[src/rtl/conv_layer_scheduler.sv]
// Layer sequencer: walks filter groups and output tiles, issuing one-cycle
// weight-load / compute / writeback requests and waiting for each done pulse.
module conv_layer_scheduler #(
  parameter int SYSTOLIC_SIZE = 16,
  parameter int FG_W          = 12 - $clog2(SYSTOLIC_SIZE)
) (
  input  logic                           clk,
  input  logic                           rst_n,
  input  logic                           start,
  input  logic [10:0]                    num_filter,
  input  logic [15:0]                    num_tile,
  output logic                           wgt_start,
  output logic                           wgt_load,
  input  logic                           wgt_done,
  output logic                           cmp_start,
  input  logic                           cmp_done,
  output logic                           wb_start,
  input  logic                           wb_done,
  output logic [FG_W-1:0]                filter_group,
  output logic [15:0]                    tile_idx,
  output logic [$clog2(SYSTOLIC_SIZE):0] active_filters,
  output logic                           busy,
  output logic                           layer_done
);

  localparam int LOG_S = $clog2(SYSTOLIC_SIZE);
  localparam int AF_W  = LOG_S + 1;

  typedef enum logic [3:0] {
    IDLE,
    INIT,
    WGT_REQ,
    WGT_WAIT,
    CMP_REQ,
    CMP_WAIT,
    WB_REQ,
    WB_WAIT,
    ADVANCE,
    FINISH
  } state_t;

  state_t            state_q, state_d;
  logic [10:0]       nf_q, nf_d;
  logic [15:0]       nt_q, nt_d;
  logic [FG_W-1:0]   fg_q, fg_d;
  logic [15:0]       tile_q, tile_d;
  logic [AF_W-1:0]   af_q, af_d;
  logic              busy_q, busy_d;
  logic              wgt_start_q, wgt_start_d;
  logic              wgt_load_q, wgt_load_d;
  logic              cmp_start_q, cmp_start_d;
  logic              wb_start_q, wb_start_d;
  logic              layer_done_q, layer_done_d;

  // Number of filter groups, rounding a partial last group up.
  function automatic logic [FG_W-1:0] group_count(input logic [10:0] nf);
    logic [11:0] sum;
    sum = {1'b0, nf} + 12'(SYSTOLIC_SIZE - 1);
    return FG_W'(sum >> LOG_S);
  endfunction

  // Only the last group can be partial; every other group is full.
  function automatic logic [AF_W-1:0] group_filters(input logic [FG_W-1:0] fg,
                                                    input logic [10:0]     nf);
    logic [LOG_S-1:0] rem;
    rem = nf[LOG_S-1:0];
    if ((fg == group_count(nf) - FG_W'(1)) && (rem != '0)) begin
      return AF_W'(rem);
    end
    return AF_W'(SYSTOLIC_SIZE);
  endfunction

  always_comb begin
    state_d = state_q;
    nf_d    = nf_q;
    nt_d    = nt_q;
    fg_d    = fg_q;
    tile_d  = tile_q;
    case (state_q)
      IDLE: begin
        if (start) begin
          nf_d    = num_filter;
          nt_d    = num_tile;
          fg_d    = '0;
          tile_d  = '0;
          state_d = INIT;
        end
      end
      INIT: begin
        if ((nf_q == '0) || (nt_q == '0)) state_d = FINISH;
        else                                state_d = WGT_REQ;
      end
      WGT_REQ:  state_d = WGT_WAIT;
      WGT_WAIT: if (wgt_done) state_d = CMP_REQ;
      CMP_REQ:  state_d = CMP_WAIT;
      CMP_WAIT: if (cmp_done) state_d = WB_REQ;
      WB_REQ:   state_d = WB_WAIT;
      WB_WAIT:  if (wb_done) state_d = ADVANCE;
      ADVANCE: begin
        if (tile_q != nt_q - 16'd1) begin
          tile_d  = tile_q + 16'd1;
          state_d = CMP_REQ;
        end else begin
          tile_d = '0;
          if (fg_q == group_count(nf_q) - FG_W'(1)) begin
            state_d = FINISH;
          end else begin
            fg_d    = fg_q + FG_W'(1);
            state_d = WGT_REQ;
          end
        end
      end
      FINISH:  state_d = IDLE;
      default: state_d = IDLE;
    endcase

    // Outputs are registered from the next state so each pulse lines up
    // exactly with the cycle the FSM occupies its state.
    wgt_start_d  = (state_d == INIT) && (nf_d != '0) && (nt_d != '0);
    wgt_load_d   = (state_d == WGT_REQ);
    cmp_start_d  = (state_d == CMP_REQ);
    wb_start_d   = (state_d == WB_REQ);
    layer_done_d = (state_d == FINISH);
    busy_d       = (state_d != IDLE);
    af_d         = group_filters(fg_d, nf_d);
  end

  always_ff @(posedge clk or negedge rst_n) begin
    if (!rst_n) begin
      state_q      <= IDLE;
      nf_q         <= '0;
      nt_q         <= '0;
      fg_q         <= '0;
      tile_q       <= '0;
      af_q         <= AF_W'(SYSTOLIC_SIZE);
      busy_q       <= 1'b0;
      wgt_start_q  <= 1'b0;
      wgt_load_q   <= 1'b0;
      cmp_start_q  <= 1'b0;
      wb_start_q   <= 1'b0;
      layer_done_q <= 1'b0;
    end else begin
      state_q      <= state_d;
      nf_q         <= nf_d;
      nt_q         <= nt_d;
      fg_q         <= fg_d;
      tile_q       <= tile_d;
      af_q         <= af_d;
      busy_q       <= busy_d;
      wgt_start_q  <= wgt_start_d;
      wgt_load_q   <= wgt_load_d;
      cmp_start_q  <= cmp_start_d;
      wb_start_q   <= wb_start_d;
      layer_done_q <= layer_done_d;
    end
  end

  assign wgt_start      = wgt_start_q;
  assign wgt_load       = wgt_load_q;
  assign cmp_start      = cmp_start_q;
  assign wb_start       = wb_start_q;
  assign layer_done     = layer_done_q;
  assign busy           = busy_q;
  assign filter_group   = fg_q;
  assign tile_idx       = tile_q;
  assign active_filters = af_q;

endmodule

[config.mk]
export PLATFORM = sky130hd
export DESIGN_NAME = conv_layer_scheduler
export DESIGN_NICKNAME = d
export VERILOG_FILES = /design/src/rtl/conv_layer_scheduler.sv
export SDC_FILE = /design/constraint.sdc
export NUM_CORES = 1
export LEC_CHECK = 0
export CORE_MARGIN = 4
export CORE_UTILIZATION = 35
export CTS_CLUSTER_DIAMETER = 50
export CTS_CLUSTER_SIZE = 14
export DETAILED_ROUTE_END_ITERATION = 8
export GPL_ROUTABILITY_DRIVEN = 1
export HOLD_SLACK_MARGIN = 0.05
export PLACE_DENSITY_LB_ADDON = 0.25
export SLEW_MARGIN = 20
export SYNTH_ARGS = -nofsm -noshare
export SYNTH_HDL_FRONTEND = slang
export SYNTH_SLANG_ARGS = --single-unit
[constraint.sdc]
create_clock -name clk -period 4 [get_ports clk]
set_input_delay 0.8 -clock clk [delete_from_list [all_inputs] [get_ports clk]]
set_output_delay 0.8 -clock clk [all_outputs]
set_load 0.02 [all_outputs]
==> results.json, run 1 <==
{
  "die_height_um": 121,
  "timing.final.ws_setup_ns": 0.0538,
  "cp-start-kind": "flip-flop",
  "period_minus_slack_ns": 3.95,
  "die_width_um": 121,
  "cts.htree.levels": 3,
  "grt-ovfl-total": 0,
  "clock.fmax_ghz": 0.253,
  "crit_fanout": 6,
  "crit_arrival_ns": 4.20,
  "place.gp.congestion": 0.878,
  "drive_gt1_frac": 0.185,
  "num_io_pins": 68,
  "ys_dominant_reg_cell": "dfrtp_1",
  "die_area_um2": 14700,
  "crit_path_end_kind": "flip-flop",
  "std_cell_rows": 41,
  "synthArstFlopShare": 1.00,
  "slew_viol_final": 0,
  "grt_pass1_wl_um": 22800,
  "cpPeakStageDelay_ns": 0.62,
  "grt_max_degree": 43,
  "rrSetupSlack_ns": 0.05,
  "dr.pass1.iters": 7,
  "syn_nets": 571,
  "rsz0062_at_grt": "yes",
  "required_ns": 4.25,
  "synth-seq-cells": 66,
  "hold_violations": 0,
  "syn_to_final_growth_pct": 39.5,
  "outcome": "finished, final reports clean",
  "cts_root_buffer": "clkbuf_16",
  "syn_area_um2": 4490,
  "synthAdderAreaFrac": 0.0139,
  "cp-startpoint": "nt_q[1]",
  "synth-edff-count": 0,
  "num_vias": 4549,
  "io_buffers": 67,
  "peakVddDrop_mv": 0.397,
  "routed_via_density": 5.51,
  "worstRegToRegCells": 11,
  "crit_chain": "buf_6, or4_4, o22ai_4, a31oi_4, or3_1, or4_4, buf_4, nor3_1, mux2i_1, xnor2_1, or4b_1",
  "synth_compound_area_frac": 0.141,
  "clockBufferDepth": 2,
  "seq_area_frac_synth": 0.368,
  "period_share": 0.987,
  "synthXorXnorAreaFrac": 0.0851,
  "initial_core_util": 0.357,
  "antenna_cells": 0,
  "clock_skew_ns": 0.00545,
  "tritoncts": "done",
  "worst_pin_slew_ns": 0.588,
  "crit_slowest_cell": "or4_4",
  "setup_viol": 0,
  "ctsHoldBuffers": 0,
  "power_density_nw_per_um2": 766,
  "slew_headroom": 0.603,
  "muxShareOfSynthArea": 0.0318,
  "cp_top_family": "simple AND/OR/NAND/NOR gates",
  "synthCells": 533,
  "r2r-end": "active_filters[4]",
  "pre_cts_slack_ns": -0.0599,
  "leakage_nw": 2.66,
  "synth-simple-area-share": 0.317,
  "drt_iter0_drc": 332,
  "antenna_found_initial": 0,
  "synth_top_family_by_area": "simple AND/OR/NAND/NOR gates",
  "cap_violations": 0,
  "synth.distinct_cells": 74,
  "drt_wl_total_um": 14000,
  "dp_hpwl_um": 10700,
  "path_clk_slew_ns": 0.05,
  "track_usage": 0.197,
  "path_buf_inv": 2,
  "placed_area_um2": 5710,
  "first_global_vias": 4547,
  "yosysWarnings": 0,
  "clkSinkCount": 66,
  "hold_path_class": "input pin to async pin",
  "synth.avg_cell_area_um2": 8.42,
  "worst_skew_pair.late_latency_ns": 0.35,
  "layout.nets": 686,
  "drc_errors": 0,
  "fin_area_um2": 6260,
  "ant_nets": 0,
  "cp_common_cell": "or4_4",
  "reg2reg_from": "nt_q[1]",
  "worstSetupPathType": "flip-flop to flip-flop",
  "cts_made_buffers": 9,
  "core_area_um2": 12600,
  "wl_per_cell_um": 17.0
}
## worst max-delay path by stage
stage | slack, ns | end | cells after the start
3_5_place_dp | -0.06 | active_filters[4] | 14
2_1_floorplan | 0.02 | active_filters[4] | 14
4_1_cts | 0.01 | active_filters[4] | 13
6_report | 0.05 | active_filters[4] | 11
5_1_grt | -0.14 | active_filters[4] | 11
3_3_place_gp | -0.11 | active_filters[4] | 14
## routing by layer
metal,share of wire,global-route usage,vias up
met5,0,0,-
met4,0.033,0.0861,0
met2,0.50,0.342,167
met1,0.41,0.234,2197
met3,0.051,0.0429,45
li1,-,-,2140
## power breakdown
part | internal [mW] | switching, mW
Combinational | 1.25 | 1.47
Clock | 0.560 | 0.305
Sequential | 0.878 | 0.325
## registers in the layout (all words and copies together), names as in the netlist
name / count
active_filters: 5
busy: 1
cmp_start: 1
filter_group: 8
layer_done: 1
nf_q: 11
nt_q: 16
state_q: 4
tile_idx: 16
wb_start: 1
wgt_load: 1
wgt_start: 1
## per-stage QoR
step	hold WS, ns	cells	power (mW)	util	TNS, ns
floorplan	0.495	533	2.73	-	0
global placement	0.539	805	3.61	0.455	-0.405
detailed placement	0.542	805	3.67	0.455	-0.117
CTS	0.460	821	4.61	0.483	0
global route	0.494	825	5.14	0.498	-0.528
finish	0.452	825	4.79	0.498	0
## worst reg2reg max path, cell delays in order, from the launching register on
cell,delay [ns]
dfrtp_1,0.40
buf_6,0.12
or4_4,0.59
o22ai_4,0.19
a31oi_4,0.11
or3_1,0.38
or4_4,0.62
buf_4,0.18
nor3_1,0.21
mux2i_1,0.37
xnor2_1,0.22
or4b_1,0.48
## synthesized netlist by cell type (3+ instances only)
| cell type | instances | area, um^2 |
|---|---|---|
| clkbuf_1 | 23 | 86.3 |
| and2_1 | 7 | 43.8 |
| o21ai_0 | 39 | 195 |
| mux2i_1 | 12 | 120 |
| or3_1 | 8 | 50.1 |
| nor3_1 | 14 | 70.1 |
| nor2_1 | 29 | 109 |
| buf_6 | 3 | 33.8 |
| buf_2 | 3 | 15.0 |
| nor4_1 | 16 | 100 |
| o22ai_1 | 3 | 18.8 |
| a31oi_1 | 5 | 31.3 |
| or4b_1 | 3 | 30.0 |
| nand2_1 | 106 | 398 |
| nor2b_1 | 4 | 25.0 |
| xnor2_1 | 25 | 219 |
| o31ai_1 | 3 | 22.5 |
| nand4_1 | 3 | 18.8 |
| ha_1 | 5 | 62.6 |
| a21oi_1 | 11 | 55.1 |
| nand2b_1 | 6 | 37.5 |
| and3b_1 | 4 | 35.0 |
| o211ai_1 | 3 | 22.5 |
| or4_1 | 6 | 45.0 |
| dfrtp_1 | 65 | 1630 |
| and3_1 | 13 | 81.3 |
| xor2_1 | 16 | 140 |
| inv_1 | 13 | 48.8 |
| nand3_1 | 25 | 125 |
## cell families (layout without fill, tap and decap cells)
| group | after synthesis | after routing |
|---|---|---|
| buffers and inverters | 44 | 164 |
| AO/OA/AOI/OAI | 93 | 93 |
| flip-flops | 66 | 66 |
| adder cells (fa/ha/maj) | 5 | 5 |
| multiplexers | 14 | 14 |
| AND/OR/NAND/NOR | 269 | 269 |
| XOR/XNOR | 42 | 42 |
## layout make-up
class                      instances  area [um^2]
tap                              172          215
inverter                          13         48.8
multi-input combinational        423         2830
fill                            1217         6310
timing repair buffer             135         1190
sequential                        66         1650
clock inverter                     5         77.6
clock buffer                      11          243
## placed cells by master (no fill, tap or decap), drive strengths merged, types with 6 or more instances in the layout
cell,count
nand2,106
buf,69
clkdlybuf4s50,66
dfrtp,65
o21ai,40
nor2,29
nand3,26
xnor2,25
nor4,18
xor2,16
nor3,15
inv,13
and3,13
mux2i,12
a21oi,11
clkbuf,11
or3,8
or4,8
and2,7
nand2b,6
## what timing repair did
item | 4_1_cts | 5_1_grt
gates resized for setup | 7 | 25
endpoints found under the setup margin | 5 | 5
pin swaps | 4 | 11
setup buffers | 0 | 4
hold endpoints to repair | 0 | 0
(Power assumes the default switching activity.)
==> run 2: changes to the inputs <==
ABC_AREA = 1   (was default)
==> run 2 against run 1 <==
Effect of this change: maximum frequency rose by 18%; sequential power fell by 4%; largest power group unchanged; critical path depth is 11 higher; sequential cell count unchanged; critical endpoint is now active_filters[0]; via count is 5.8% higher; highest routed layer unchanged.
==> results.json, run 2 <==
{
  "ys_dominant_reg_cell": "dfrtp_1",
  "placed_area_um2": 5730,
  "dr.pass1.iters": 5,
  "hold_path_class": "input pin to async pin",
  "layout.nets": 848,
  "die_width_um": 126,
  "worst_pin_slew_ns": 0.681,
  "drt_iter0_drc": 422,
  "io_buffers": 67,
  "syn_nets": 771,
  "synth_area_leader_cell": "dfrtp_1",
  "hold_violations": 0,
  "syn_area_um2": 4850,
  "synth_most_common_cell": "nand2_1",
  "fin_area_um2": 6020,
  "cts_resized": 0,
  "crit_slowest_cell": "clkdlybuf4s50_1",
  "crit_path_end_kind": "flip-flop",
  "clkSinkCount": 66,
  "yosysWarnings": 0,
  "synth.avg_cell_area_um2": 6.62,
  "synthArstFlopShare": 1.00,
  "cts_root_buffer": "clkbuf_16",
  "clock_skew_ns": 0.00527,
  "p_switching_mw": 1.97,
  "sequentialPowerShare": 0.276,
  "cp-start-kind": "input pin",
  "place.gp.congestion": 0.852,
  "syn_to_final_growth_pct": 24.1,
  "yosysTopAreaCellShare": 0.335,
  "grt-ovfl-total": 0,
  "num_io_pins": 68,
  "leakage_nw": 2.92,
  "outcome": "finished, final reports clean",
  "setup_viol": 0,
  "slew_headroom": 0.546,
  "post_cts_buffers": 0,
  "crit_chain": "clkdlybuf4s50_1, nand3_4, buf_4, nand2_1, nand2_2, nand2_1, nor2_1, nand2_1, nand3_2, ha_1, nand2_1, nor2_2, nand2_1, nand2_1, nand2_1, inv_1, nand2_1, nand2_1, nand2_1, nor2_2, nand2_2, nor2_1",
  "final_cell_mix": "239 x nand2_1, 112 x inv_1, 75 x nand3_1, 66 x nor2_1, 66 x clkdlybuf4s50_1",
  "period_share": 0.836,
  "crit_fanout": 25,
  "ant_nets": 0,
  "drive_gt1_frac": 0.0811,
  "antenna_cells": 0,
  "final_common_cell": "nand2_1",
  "slew_viol_final": 0,
  "swShare": 0.474,
  "drc_errors": 0,
  "path_buf_inv": 3,
  "cp_top_family": "simple AND/OR/NAND/NOR gates",
  "ctsHoldBuffers": 0,
  "grt_pass1_wl_um": 22900,
  "p_comb_frac": 0.534,
  "antenna_found_initial": 0,
  "synthCells": 733,
  "synthTopCellsByArea": "dfrtp_1 34%, nand2_1 18%, inv_1 8.7%",
  "wl_per_cell_um": 14.2,
  "cts.htree.levels": 3,
  "timing.final.ws_setup_ns": 0.655,
  "cpPeakStageDelay_ns": 0.48,
  "holdWs_ns": 0.492,
  "synth_common_cells": "239 x nand2_1, 112 x inv_1, 75 x nand3_1",
  "period_minus_slack_ns": 3.34,
  "tns_ns": 0,
  "path_clk_slew_ns": 0.05,
  "std_cell_rows": 42,
  "power_density_nw_per_um2": 690,
  "track_usage": 0.180,
  "num_vias": 4814,
  "routed_via_density": 4.86,
  "die_area_um2": 15800,
  "required_ns": 4.27,
  "worstSetupPathType": "input pin to flip-flop",
  "placedCellCount": 975,
  "pre_cts_slack_ns": 0.321,
  "tritoncts": "done",
  "synth-seq-cells": 66,
  "initial_core_util": 0.362,
  "clockPowerShare": 0.190,
  "core_area_um2": 13400,
  "synth-edff-count": 0,
  "clockBufferDepth": 2,
  "rrSetupSlack_ns": 0.78,
  "cts_made_buffers": 9,
  "power.internal_mw": 2.18,
  "seq_area_frac_synth": 0.341,
  "drt_wl_total_um": 14000,
  "die_height_um": 126,
  "rsz0062_at_grt": "no",
  "cp_common_cell": "nand2_1",
  "first_global_vias": 4506,
  "worst_skew_pair.late_latency_ns": 0.34,
  "peakVddDrop_mv": 0.306,
  "synth.distinct_cells": 45,
  "cap_violations": 0,
  "grt_max_degree": 29,
  "stdcell_count": 990,
  "dp_hpwl_um": 11100,
  "clock.fmax_ghz": 0.299,
  "crit_arrival_ns": 3.62
}
==> run 2: power groups by stage <==
stage               Combinational [mW]  Sequential, mW  Clock, mW
floorplan                         1.59            1.15          0
global placement                  2.20            1.15          0
detailed placement                2.21            1.15          0
CTS                               2.22            1.14      0.801
global route                      2.52            1.18      0.834
finish                            2.22            1.15      0.788
==> run 2: cell type report <==
type | instances | area, um^2
fillers | 1371 | 7380
well taps | 176 | 220
repair buffers | 74 | 718
flip-flops and latches | 66 | 1650
multi-input cells | 540 | 2690
clock buffers | 12 | 246
inverters | 119 | 449
clock inverters | 3 | 40.0
==> run 2: worst paths after layout <==
path	endpoint	start	cells after the start
worst max-delay path	active_filters[0]	start	22
worst min-delay path	tile_idx[5]	rst_n	1
worst max register to register	active_filters[0]	nt_q[0]	20
worst min register to register	nt_q[13]	nt_q[13]	2
max in group asynchronous	active_filters[4]	rst_n	2
min in group clk	nt_q[13]	nt_q[13]	2
==> run 2: cells by family after synthesis <==
family / synth area share
compound gates: 0.0673
buf+inv: 0.104
fa+ha+maj: 0.0129
flops: 0.341
simple gates: 0.423
xor+xnor: 0.0524
==> run 2: routing by layer <==
layer,vias up,share of wire,track usage
met3,11,0.060,0.0487
li1,2492,-,-
met1,2185,0.50,0.261
met4,0,0.0099,0.0364
met2,126,0.43,0.270
met5,-,0,0
==> run 2: stage by stage <==
step	utilization	total power [mW]
global placement	0.428	3.35
global route	0.449	4.53
finish	0.449	4.15
detailed placement	0.428	3.36
floorplan	-	2.75
CTS	0.449	4.17
